[config.mk]
export PLATFORM = sky130hd
export DESIGN_NAME = mem_bus_master
export DESIGN_NICKNAME = d
export VERILOG_FILES = /design/src/rtl/mem_bus_master.sv
export SDC_FILE = /design/constraint.sdc
export NUM_CORES = 1
export LEC_CHECK = 0
export ABC_CLOCK_PERIOD_IN_PS = 12800
export CAP_MARGIN = 15
export CORE_AREA = 2 2 234 236
export DETAILED_ROUTE_END_ITERATION = 16
export DIE_AREA = 0 0 236 238
export PLACE_DENSITY = 0.63
export SYNTH_ARGS = -nofsm -noshare
export SYNTH_HDL_FRONTEND = slang
export SYNTH_SLANG_ARGS = --single-unit
[constraint.sdc]
create_clock -name CLK -period 12.8 [get_ports CLK]
set_input_delay 2.56 -clock CLK [delete_from_list [all_inputs] [get_ports CLK]]
set_output_delay 2.56 -clock CLK [all_outputs]
set_load 0.02 [all_outputs]
[src/rtl/mem_bus_master.sv]
// mem_bus_master: cache-side initiator for the main-memory bus.
// Takes one request at a time, arbitrates for the bus, then issues either a
// two-beat 32-byte line fill or a single 1..4 byte store. All bus-facing and
// handshake outputs are registered from the next-state decode, so they are
// stable for the whole beat.
module mem_bus_master #(
   parameter logic [2:0]  SRC_ID  = 3'd1,
   parameter int unsigned MEM_LAT = 2
) (
   input  logic         CLK,
   input  logic         CLR,
   input  logic         REQ_VALID,
   output logic         REQ_READY,
   input  logic         REQ_WR,
   input  logic [14:0]  REQ_ADDR,
   input  logic [2:0]   REQ_SIZE,
   input  logic [31:0]  REQ_WDATA,
   output logic         RSP_VALID,
   output logic         RSP_ERR,
   output logic [255:0] RSP_RDATA,
   output logic         BUS_REQ,
   input  logic         BUS_GNT,
   output logic [14:0]  MEM_ADDR,
   output logic         MEM_WR,
   output logic         MEM_EN,
   output logic [2:0]   MEM_WRITE_SIZE,
   output logic [2:0]   MEM_SRC,
   output logic [127:0] MEM_WDATA,
   input  logic [127:0] MEM_RDATA
);

   typedef enum logic [2:0] {IDLE, ARB, RD0, RD1, WRB, RSP} state_t;

   localparam logic [3:0] LAT_M1 = 4'(MEM_LAT - 1);

   state_t        state, state_nxt;
   logic [3:0]    cnt, cnt_nxt;
   logic          lat_wr, lat_err, err_nxt, accept;
   logic [14:0]   lat_addr;
   logic [2:0]    lat_size;
   logic [31:0]   lat_wdata;
   logic          cap_lo, cap_hi;
   logic          ready_nxt, bus_req_nxt, en_nxt, wr_nxt, rsp_valid_nxt, rsp_err_nxt;
   logic [14:0]   addr_nxt;
   logic [2:0]    size_nxt;
   logic [127:0]  wdata_nxt;

   assign MEM_SRC = SRC_ID;

   // next-state, beat counter and next values of the registered outputs
   always_comb begin
      state_nxt     = state;
      cnt_nxt       = cnt;
      err_nxt       = lat_err;
      accept        = 1'b0;
      cap_lo        = 1'b0;
      cap_hi        = 1'b0;
      case (state)
         IDLE: begin
            if (REQ_VALID) begin
               accept  = 1'b1;
               err_nxt = REQ_WR && !((REQ_SIZE >= 3'd1) && (REQ_SIZE <= 3'd4));
               state_nxt = err_nxt ? RSP : ARB;
            end
         end
         ARB: begin
            if (BUS_GNT) begin
               cnt_nxt   = LAT_M1;
               state_nxt = lat_wr ? WRB : RD0;
            end
         end
         RD0: begin
            if (cnt == 4'd0) begin
               cap_lo    = 1'b1;
               cnt_nxt   = LAT_M1;
               state_nxt = RD1;
            end else begin
               cnt_nxt = cnt - 4'd1;
            end
         end
         RD1: begin
            if (cnt == 4'd0) begin
               cap_hi    = 1'b1;
               state_nxt = RSP;
            end else begin
               cnt_nxt = cnt - 4'd1;
            end
         end
         WRB: begin
            if (cnt == 4'd0) state_nxt = RSP;
            else             cnt_nxt   = cnt - 4'd1;
         end
         RSP:     state_nxt = IDLE;
         default: state_nxt = IDLE;
      endcase

      // outputs decoded from the state being entered, then registered below
      ready_nxt     = (state_nxt == IDLE);
      bus_req_nxt   = (state_nxt == ARB) || (state_nxt == RD0) ||
                      (state_nxt == RD1) || (state_nxt == WRB);
      en_nxt        = (state_nxt == RD0) || (state_nxt == RD1) || (state_nxt == WRB);
      wr_nxt        = (state_nxt == WRB);
      rsp_valid_nxt = (state_nxt == RSP);
      rsp_err_nxt   = (state_nxt == RSP) && err_nxt;
      addr_nxt      = '0;
      size_nxt      = '0;
      wdata_nxt     = '0;
      case (state_nxt)
         RD0: addr_nxt = {lat_addr[14:5], 5'b00000};
         RD1: addr_nxt = {lat_addr[14:5], 5'b10000};
         WRB: begin
            addr_nxt  = lat_addr;
            size_nxt  = lat_size;
            wdata_nxt = {96'b0, lat_wdata};
         end
         default: ;
      endcase
   end

   // state, counter and request latch
   always_ff @(posedge CLK or posedge CLR) begin
      if (CLR) begin
         state     <= IDLE;
         cnt       <= '0;
         lat_wr    <= 1'b0;
         lat_err   <= 1'b0;
         lat_addr  <= '0;
         lat_size  <= '0;
         lat_wdata <= '0;
      end else begin
         state   <= state_nxt;
         cnt     <= cnt_nxt;
         lat_err <= err_nxt;
         if (accept) begin
            lat_wr    <= REQ_WR;
            lat_addr  <= REQ_ADDR;
            lat_size  <= REQ_SIZE;
            lat_wdata <= REQ_WDATA;
         end
      end
   end

   // registered handshake and bus outputs
   always_ff @(posedge CLK or posedge CLR) begin
      if (CLR) begin
         REQ_READY      <= 1'b1;
         BUS_REQ        <= 1'b0;
         MEM_EN         <= 1'b0;
         MEM_WR         <= 1'b0;
         MEM_ADDR       <= '0;
         MEM_WRITE_SIZE <= '0;
         MEM_WDATA      <= '0;
         RSP_VALID      <= 1'b0;
         RSP_ERR        <= 1'b0;
      end else begin
         REQ_READY      <= ready_nxt;
         BUS_REQ        <= bus_req_nxt;
         MEM_EN         <= en_nxt;
         MEM_WR         <= wr_nxt;
         MEM_ADDR       <= addr_nxt;
         MEM_WRITE_SIZE <= size_nxt;
         MEM_WDATA      <= wdata_nxt;
         RSP_VALID      <= rsp_valid_nxt;
         RSP_ERR        <= rsp_err_nxt;
      end
   end

   // line-fill capture at the last cycle of each read beat; held otherwise
   always_ff @(posedge CLK or posedge CLR) begin
      if (CLR) begin
         RSP_RDATA <= '0;
      end else begin
         if (cap_lo) RSP_RDATA[127:0]   <= MEM_RDATA;
         if (cap_hi) RSP_RDATA[255:128] <= MEM_RDATA;
      end
   end

endmodule

---- Yosys cells after proc, flatten, opt, wreduce, memory -nomap -nowiden ----
Index checks and enable logic that the tools add are counted.
storage, ports and cells
  register bits after elaboration ......... 467
operators by class
  magnitude comparators ................... 2
  equality and inequality tests ........... 11
  add/subtract/negate cells ............... 1
  reduce and logical (&&, ||, !) cells .... 15
  muxes and demuxes ....................... 21
operators by type and width
  cell                                                    count
  case mux 15 bit (3 select lines)                        1
  2-to-1 mux 32 bit                                       1
  2-to-1 mux 3 bit                                        7
  == test 3 x 2 -> 1 bit (second input constant)          4
  2-to-1 mux 4 bit                                        3
  case mux 3 bit (4 select lines)                         1
  case mux 4 bit (3 select lines)                         1
  == test 3 bit (second input constant)                   3
  2-to-1 mux 1 bit                                        7
  == test 3 x 1 -> 1 bit (second input constant)          2
  zero test 3 bit                                         2
  logical OR 1 bit                                        5
  zero test 4 bit                                         1
  inequality test 2 bit (second input constant)           2
  subtractor 4 x 1 -> 4 bit (second input constant)       1
  >= comparator 3 x 1 -> 1 bit (second input constant)    1
  less-or-equal comparator 3 bit (second input constant)  1
  logical AND 1 bit                                       3
  AND reduction 3 bit                                     1
  nonzero test 3 bit                                      1
  OR reduction 2 bit                                      1
  zero test 1 bit                                         1

---- Logic depth before layout (Yosys ltp) ----
Gate-level depths: netlist of the first run.
  word-level depth ........................ 11
  mapped depth ............................ 9

---- Worst setup path before layout of the first run ----
Ideal clock, no wire load.
  kind .................................... input to register
  start ................................... input port REQ_VALID
  end ..................................... register cnt[0]
  buffers on the path ..................... 1
  stages .................................. 6
  arrival time ............................ 4.003 ns
  path slack .............................. 8.673 ns
  cell sequence ........................... or4b_1 -> buf_2 -> a211oi_4 -> nor3b_2 -> o21ai_4 -> mux2_2
RTL lines
  item                  line  RTL
  from (decl)           12    input logic REQ_VALID,
  to (signal assigned)  132   cnt <= cnt_nxt;
  to (decl)             37    logic [3:0] cnt, cnt_nxt;

==> impl_metrics.ini, run 1 <==
[clocking]
cts_tree = yes
cts-htree-levels = 2
post_cts_buffers = 0
cts_made_buffers = 42
holdBufCountCts = 0
clockBufferDepth = 3
cts_sinks = 371
clkTransAtPathRegs_ps = 60
ctsResizeCount = 0
clk_latency_ps = 540
clockRootBuffer = clkbuf_16

[floorplanning]
die_h_um = 238
core_area_um2 = 53500
initial_core_util_pct = 27.2
ios = 594
die_w_um = 236
placementRows = 85
die-area_um2 = 56200

[setup_path]
end_kind = asynchronous set/reset pin
path_max_fanout = 80
worstSetupPathType = primary input to asynchronous set/reset pin
crit_required_ps = 13390
worstPathArrival_ps = 5620
worst_setup_path_start_kind = primary input

[logic_synthesis]
synth_top_area_share_pct = 63.7
ys.flop_type = dfrtp_1
syn_area_um2 = 14500
synth_edf_count = 0
avgSynthCellArea_um2 = 13.8
synth_seq_area_share_pct = 63.9
yosysTopAreaCell = dfrtp_1
async_flop_share_pct = 100
yosys_warnings = 0
synthTopCellsByArea = dfrtp_1 64%, mux2_2 20%, buf_4 5.2%
syn_inst = 1051
synth.distinct_cells = 42
synth_seq_cells = 371

[detailed_routing]
drt_iter0_drc = 469
wire_per_inst_um = 18.5
routed_wl_mm = 42.0
drcViolationCount = 0
vias = 9552
postRouteAntennaNets = 0
detail_route.vias_per_cell = 4.20
first_pass_iters = 4

[global_routing]
grt_overflow = 0
grt_pass1_vias = 9804
grt_pass1_wl_mm = 62.1
grt_max_degree = 159
antenna_found_initial = 4
gr-usage-all-layers_pct = 14.4

[timing]
hold_slack_ps = 465
worst_slack_ps = 7770
slew_headroom_pct = 29.7
hold_violations = 0
rsz0062_at_grt = false
fmax_mhz = 199
tightestPinTransition_ps = 1050
period_needed_ps = 5030
setup_tns_ps = 0
maxSlewViolCount = 0
finalCritPeriodShare_pct = 39.3
finalSetupViolCount = 0
skew_ps = 13.9

[place]
dp_slack_ps = 7020
gp_congestion = 0.764
dp.cells = 2198
dp_hpwl_mm = 30.6
io_buffers = 494

[power]
powerDensity_nw_per_um2 = 261
p_leak_nw = 9.55
ir_worst_vdd_mv = 0.0984

[final_layout]
syn2layout_area_growth_pct = 45.8
final_cell_mix = 494 x clkdlybuf4s50_1, 370 x dfrtp_1, 257 x mux2_2
drive_gt1_share_pct = 21.7
mostFrequentLayoutCell = clkdlybuf4s50_1
nNetsFinal = 1732
final_cells = 2272

[outcome]
status = completed

[hold_path]
hp-class = flop to flop

[flow_run]
max-cap-violations = 0
==> metrics by stage <==
stage / instance area, um2 / utilization, % / power [W]
2_1_floorplan: 14900 / - / 0.00322
3_3_place_gp: 19900 / 37.1 / 0.00438
3_5_place_dp: 19900 / 37.1 / 0.00444
4_1_cts: 21200 / 39.6 / 0.00562
5_1_grt: 21200 / 39.6 / 0.00583
6_report: 21200 / 39.6 / 0.00553
==> cell type report <==
cell class / count / area (um2)
Fill cell: 5027 / 32300
Clock inverter: 12 / 126
Inverter: 10 / 41.3
Multi-Input combinational cell: 616 / 4620
Timing Repair Buffer: 506 / 5070
Tap cell: 696 / 871
Sequential cell: 371 / 9290
Clock buffer: 59 / 1180
Antenna cell: 2 / 5.00
==> synth_stat cells (3+ instances only) <==
cell type  instances
buf_4            100
nand2_1          153
mux2_2           257
dfrtp_1          370
nor3b_1            3
nand2b_1           3
o21ai_0            6
a21oi_1            3
inv_1              9
clkbuf_1          19
and3_1            41
buf_2             32
nor2_1             5
and2_1            10
==> report_power, final <==
group / switching [W] / internal (W) / leakage (nW) / total (W)
Clock: 0.000466 / 0.000683 / 0.643 / 0.00115
Combinational: 0.00124 / 0.00119 / 4.29 / 0.00243
Sequential: 0.000268 / 0.00169 / 4.62 / 0.00196
==> flip-flops by register name, summed over array words and instances (netlist names) <==
name,cells
MEM_EN,1
BUS_REQ,1
RSP_ERR,1
lat_addr,15
RSP_RDATA,256
lat_wdata,32
MEM_ADDR,15
state,3
cnt,4
MEM_WRITE_SIZE,3
MEM_WR,1
MEM_WDATA,32
lat_size,3
lat_wr,1
lat_err,1
RSP_VALID,1
REQ_READY,1
==> path summary, 6_finish.rpt <==
kind | start | end | slack [ps] | depth (start not counted)
max in group CLK | REQ_VALID | cnt[3]$_DFFE_PP0P_ | 7830 | 8
setup / recovery | CLR | MEM_ADDR[13]$_DFF_PP0_ | 7770 | 5
min in group asynchronous | CLR | RSP_RDATA[88]$_DFFE_PP0P_ | 2720 | 3
hold reg to reg | lat_wdata[28]$_DFFE_PP0P_ | lat_wdata[28]$_DFFE_PP0P_ | 470 | 2
hold / removal | lat_wdata[28]$_DFFE_PP0P_ | lat_wdata[28]$_DFFE_PP0P_ | 470 | 2
setup reg to reg | cnt[0]$_DFFE_PP0P_ | cnt[3]$_DFFE_PP0P_ | 9450 | 8
==> metal layers <==
| layer | part of all wire, % | global-route usage [%] | vias to the layer above |
|---|---|---|---|
| met5 | 0.064 | 0 | - |
| met2 | 50 | 25.1 | 394 |
| li1 | - | - | 4344 |
| met4 | 3.2 | 5.42 | 4 |
| met3 | 8.3 | 4.95 | 57 |
| met1 | 39 | 16.4 | 4753 |
==> worst max-delay path, cell delays in order <==
cell,delay (ps)
clkdlybuf4s50_1,450
clkinvlp_4,80
buf_4,770
buf_4,870
buf_4,720
==> kinds of logic after synthesis <==
group / count (synthesis) / share of synthesized area [%]
adders and majority gates: 2 / 0.172
other: 2 / 0.0517
and+or+nand+nor: 229 / 7.32
buffers and inverters: 161 / 7.02
DFF: 371 / 63.9
muxes: 259 / 20.0
AOI/OAI and AO/OA: 27 / 1.52
Note: power is estimated with default switching activity, not from simulation.
==> run 2, diff against run 1 <==
ABC_CLOCK_PERIOD_IN_PS = 4200   (was 12800)
clock period = 4.2 ns   (was 12.8 ns; I/O delays follow)
==> run 2 against run 1 <==
  * Design area is 0.35% higher
  * Die area stayed put
  * Clock skew is 3.0 ps lower
  * Critical endpoint is now RSP_RDATA[34]$_DFFE_PP0P_
==> impl_metrics.ini, run 2 (synthesized netlist as in run 1, its figures left out) <==
[global_routing]
grt_pass1_wl_mm = 61.0
grt_overflow = 0
grt_max_degree = 163
grt_pass1_vias = 9769
gr-usage-all-layers_pct = 14.2
antenna_found_initial = 2

[timing]
skew_ps = 10.9
hold_violations = 0
finalSetupViolCount = 0
fmax_mhz = 353
hold_slack_ps = 464
rsz0062_at_grt = false
tightestPinTransition_ps = 1090
finalCritPeriodShare_pct = 67.4
period_needed_ps = 2830
slew_headroom_pct = 27.6
maxSlewViolCount = 0

[final_layout]
nNetsFinal = 1732
final_util_pct = 39.8
top_register = RSP_RDATA
largest_register_ffs = 256
diodes = 0
final_cell_mix = 494 x clkdlybuf4s50_1, 370 x dfrtp_1, 257 x mux2_2
drive_gt1_share_pct = 22.0
syn2layout_area_growth_pct = 46.4
final_cells = 2272
top_regs = RSP_RDATA: 256 flops, MEM_WDATA: 32 flops, lat_wdata: 32 flops
mostFrequentLayoutCell = clkdlybuf4s50_1

[place]
gp_congestion = 0.781
io_buffers = 494
dp_hpwl_mm = 30.2
dp.cells = 2200

[detailed_routing]
detail_route.vias_per_cell = 4.15
met2WireLength_mm = 20.9
wl_met1_mm = 16.0
drt_iter0_drc = 304
postRouteAntennaNets = 0
first_pass_iters = 4
dr_wl_met3_mm = 3.15
top_layer_used = met5
routed_wl_mm = 41.2
drcViolationCount = 0
wire_per_inst_um = 18.2
vias = 9427

[power]
p_leak_nw = 9.58
powerDensity_nw_per_um2 = 796
ir_worst_vdd_mv = 0.388
p_total_w = 0.0169

[floorplanning]
placementRows = 85
core_area_um2 = 53500
die-area_um2 = 56200
initial_core_util_pct = 27.2
ios = 594
die_w_um = 236
die_h_um = 238

[flow_run]
max-cap-violations = 0

[clocking]
clockRootBuffer = clkbuf_16
cts_sinks = 371
cts_tree = yes
clockBufferDepth = 3
holdBufCountCts = 0
clkTransAtPathRegs_ps = 60
cts-htree-levels = 2
cts_made_buffers = 41
clk_latency_ps = 540
post_cts_buffers = 0
ctsResizeCount = 0

[setup_path]
worstSetupPathType = flop to flop
worst_setup_path_start_kind = flop
crit_required_ps = 4630
worstPathArrival_ps = 3260
end_kind = flop
path_max_fanout = 64

[hold_path]
hp-class = flop to flop

[outcome]
status = completed
run 2: changes by cell type in the layout (fill, tap and decap cells not counted):
cell | before | now
clkinvlp_4 | 3 | 4
buf_4 | 10 | 9
buf_12 | 1 | 4
clkbuf_1 | 10 | 7
clkbuf_8 | 7 | 11
buf_16 | 1 | 0
clkinv_2 | 7 | 4
clkinv_4 | 0 | 1
inv_6 | 0 | 1
diode_2 | 2 | 0
run 2: area by class of cell:
cell class | count | area (um2)
multi-input cells | 616 | 4620
inverters | 10 | 41.3
fillers | 5013 | 32200
flip-flops and latches | 371 | 9290
clock inverters | 12 | 136
clock buffers | 60 | 1230
well taps | 696 | 871
repair buffers | 507 | 5090
run 2: where the power goes:
group	switching (W)	internal, W
registers	0.000814	0.00514
clock network	0.00145	0.00215
logic	0.00373	0.00363
run 2: through the flow:
step,area [um2],setup TNS [ps],setup WS [ps]
after floorplan,14900,-599410,-1620
after global placement,19900,0,923
after detailed placement,19900,0,888
after CTS,21300,0,1350
after global routing,21300,0,1160
final,21300,0,1370
run 2: critical path: stages, from the launching register on:
cell and delay [ps]:
dfrtp_1 410, inv_1 90, ha_1 210, nor3b_1 200
nand3_4 110, buf_4 390, buf_4 770, mux2_2 420
run 2: path summary, 6_finish.rpt:
path                                              endpoint                     from  slack (ps)  depth (start not counted)
worst max-delay path             RSP_RDATA[34]$_DFFE_PP0P_       cnt[0]$_DFFE_PP0P_        1370                          7
max in group asynchronous       RSP_RDATA[138]$_DFFE_PP0P_                      CLR        2390                          3
worst max register to register   RSP_RDATA[34]$_DFFE_PP0P_       cnt[0]$_DFFE_PP0P_        1370                          7
worst min register to register     lat_addr[6]$_DFFE_PP0P_  lat_addr[6]$_DFFE_PP0P_         460                          2
worst min-delay path               lat_addr[6]$_DFFE_PP0P_  lat_addr[6]$_DFFE_PP0P_         460                          2
min in group asynchronous       RSP_RDATA[213]$_DFFE_PP0P_                      CLR         570                          2
run 2: routing by layer:
layer	up-vias	track usage (%)
met5	-	0
met4	4	4.79
met3	57	4.62
met2	382	25.3
met1	4648	15.9
li1	4336	-
==> run 3, diff against run 2 <==
ABC_CLOCK_PERIOD_IN_PS = 2800   (was 4200)
CORE_AREA = 2 2 228 230   (was 2 2 234 236)
DIE_AREA = 0 0 230 232   (was 0 0 236 238)
clock period = 2.8 ns   (was 4.2 ns; I/O delays follow)
==> run 3 against run 2 <==
  * Sequential share of layout area is 0.46 points lower
  * Worst setup slack worse by 1000 ps
  * First-iteration DRC count is 32% higher
  * Highest routed layer is now met4
  * Die area is 5.0% lower
  * Critical path depth is 2 higher
  * Wire length is 1.2% higher
  * Power is 50% higher
  * Combinational power is 54% higher
==> impl_metrics.ini, run 3 (synthesized netlist as in run 1, its figures left out) <==
[outcome]
status = completed

[detailed_routing]
vias = 9584
routed_wl_mm = 41.7
wire_per_inst_um = 18.3
dr_wl_met3_mm = 3.36
top_layer_used = met4
wl_met1_mm = 16.2
drt_iter0_drc = 400
met2WireLength_mm = 20.8
detail_route.vias_per_cell = 4.21
first_pass_iters = 4
postRouteAntennaNets = 0
drcViolationCount = 0

[final_layout]
fillers = 4800
diodes = 0
top_regs = RSP_RDATA: 256 flops, MEM_WDATA: 32 flops, lat_wdata: 32 flops
drive_gt1_share_pct = 22.8
nNetsFinal = 1755
mostFrequentLayoutCell = clkdlybuf4s50_1
multi_input_area_um2 = 4620
syn2layout_area_growth_pct = 47.9
ff_latch_area_um2 = 9290
final_cell_mix = 494 x clkdlybuf4s50_1, 370 x dfrtp_1, 257 x mux2_2
top_register = RSP_RDATA
final_util_pct = 42.3
largest_register_ffs = 256

[timing]
maxSlewViolCount = 0
finalCritPeriodShare_pct = 88.6
tightestPinTransition_ps = 600
worst_slack_ps = 320
finalSetupViolCount = 0
rsz0062_at_grt = false
hold_violations = 0
period_needed_ps = 2480
skew_ps = 20.9
hold_slack_ps = 368
setup_tns_ps = 0
fmax_mhz = 403
slew_headroom_pct = 59.8

[clocking]
holdBufCountCts = 0
clkTransAtPathRegs_ps = 60
ctsResizeCount = 0
clockBufferDepth = 3
cts_made_buffers = 41
cts_sinks = 371
clk_latency_ps = 540
post_cts_buffers = 0
cts-htree-levels = 2
clockRootBuffer = clkbuf_16
cts_tree = yes

[global_routing]
antenna_found_initial = 0
gr-usage-all-layers_pct = 15.3
grt_max_degree = 93
grt_overflow = 0
grt_pass1_wl_mm = 61.9
grt_pass1_vias = 10100

[floorplanning]
core_area_um2 = 50900
placementRows = 83
die_w_um = 230
die-area_um2 = 53400
initial_core_util_pct = 28.6
ios = 594
die_h_um = 232

[place]
gp_congestion = 0.833
dp_hpwl_mm = 31.5
dp_slack_ps = 20.5
io_buffers = 494

[setup_path]
path_max_fanout = 7
worst_setup_path_start_kind = flop
crit_required_ps = 3240
worstPathArrival_ps = 2920
worstSetupPathType = flop to flop
end_kind = flop

[power]
p_leak_nw = 9.71
ir_worst_vdd_mv = 0.502
p_total_w = 0.0254
powerDensity_nw_per_um2 = 1180

[flow_run]
max-cap-violations = 0

[hold_path]
hp-class = primary input to asynchronous set/reset pin
run 3: changes by cell type in the layout (fill, tap and decap cells not counted), sizes merged:
cell | before | now
inv | 10 | 9
clkbuf | 60 | 59
clkinvlp | 4 | 3
buf | 13 | 36
run 3: metal layers:
metal,track usage [%],vias up
met5,0,-
met1,17.5,4758
met4,5.69,0
met2,26.5,390
li1,-,4373
met3,5.03,63
run 3: path summary, 6_finish.rpt:
kind / from / end / slack [ps] / depth (start not counted)
worst max-delay path: cnt[0]$_DFFE_PP0P_ / cnt[2]$_DFFE_PP0P_ / 320 / 9
worst max register to register: cnt[0]$_DFFE_PP0P_ / cnt[2]$_DFFE_PP0P_ / 320 / 9
worst min register to register: lat_wdata[12]$_DFFE_PP0P_ / lat_wdata[12]$_DFFE_PP0P_ / 460 / 2
worst min-delay path: CLR / RSP_RDATA[115]$_DFFE_PP0P_ / 370 / 2
min in group CLK: lat_wdata[12]$_DFFE_PP0P_ / lat_wdata[12]$_DFFE_PP0P_ / 460 / 2
max in group asynchronous: CLR / RSP_RDATA[21]$_DFFE_PP0P_ / 1570 / 3
run 3: where the power goes:
part	internal (W)	switching, W	total (W)
combinational	0.00560	0.00570	0.0113
sequential	0.00772	0.00119	0.00891
clock	0.00314	0.00210	0.00524
total	0.0165	0.00899	0.0254
run 3: final cells by class:
type | instances | area share (%)
inverters | 10 | 0.192
clock buffers | 59 | 5.56
flip-flops and latches | 371 | 43.2
well taps | 680 | 3.96
clock inverters | 10 | 0.559
multi-input cells | 616 | 21.5
repair buffers | 530 | 25.1
run 3: worst max-delay path, cell delays in order (launching register included):
cell and delay [ps]:
dfrtp_1 400, inv_1 90, ha_1 220, nor3b_1 140
buf_4 160, and3_4 200, nor3b_2 530, inv_2 150
a41o_1 280, a211oi_1 200
run 3: per-stage QoR:
step | instance area (um2) | cells
floorplan | 14900 | 1148
global placement | 20200 | 2207
detailed placement | 20200 | 2207
CTS | 21500 | 2276
global route | 21500 | 2276
finish | 21500 | 2276
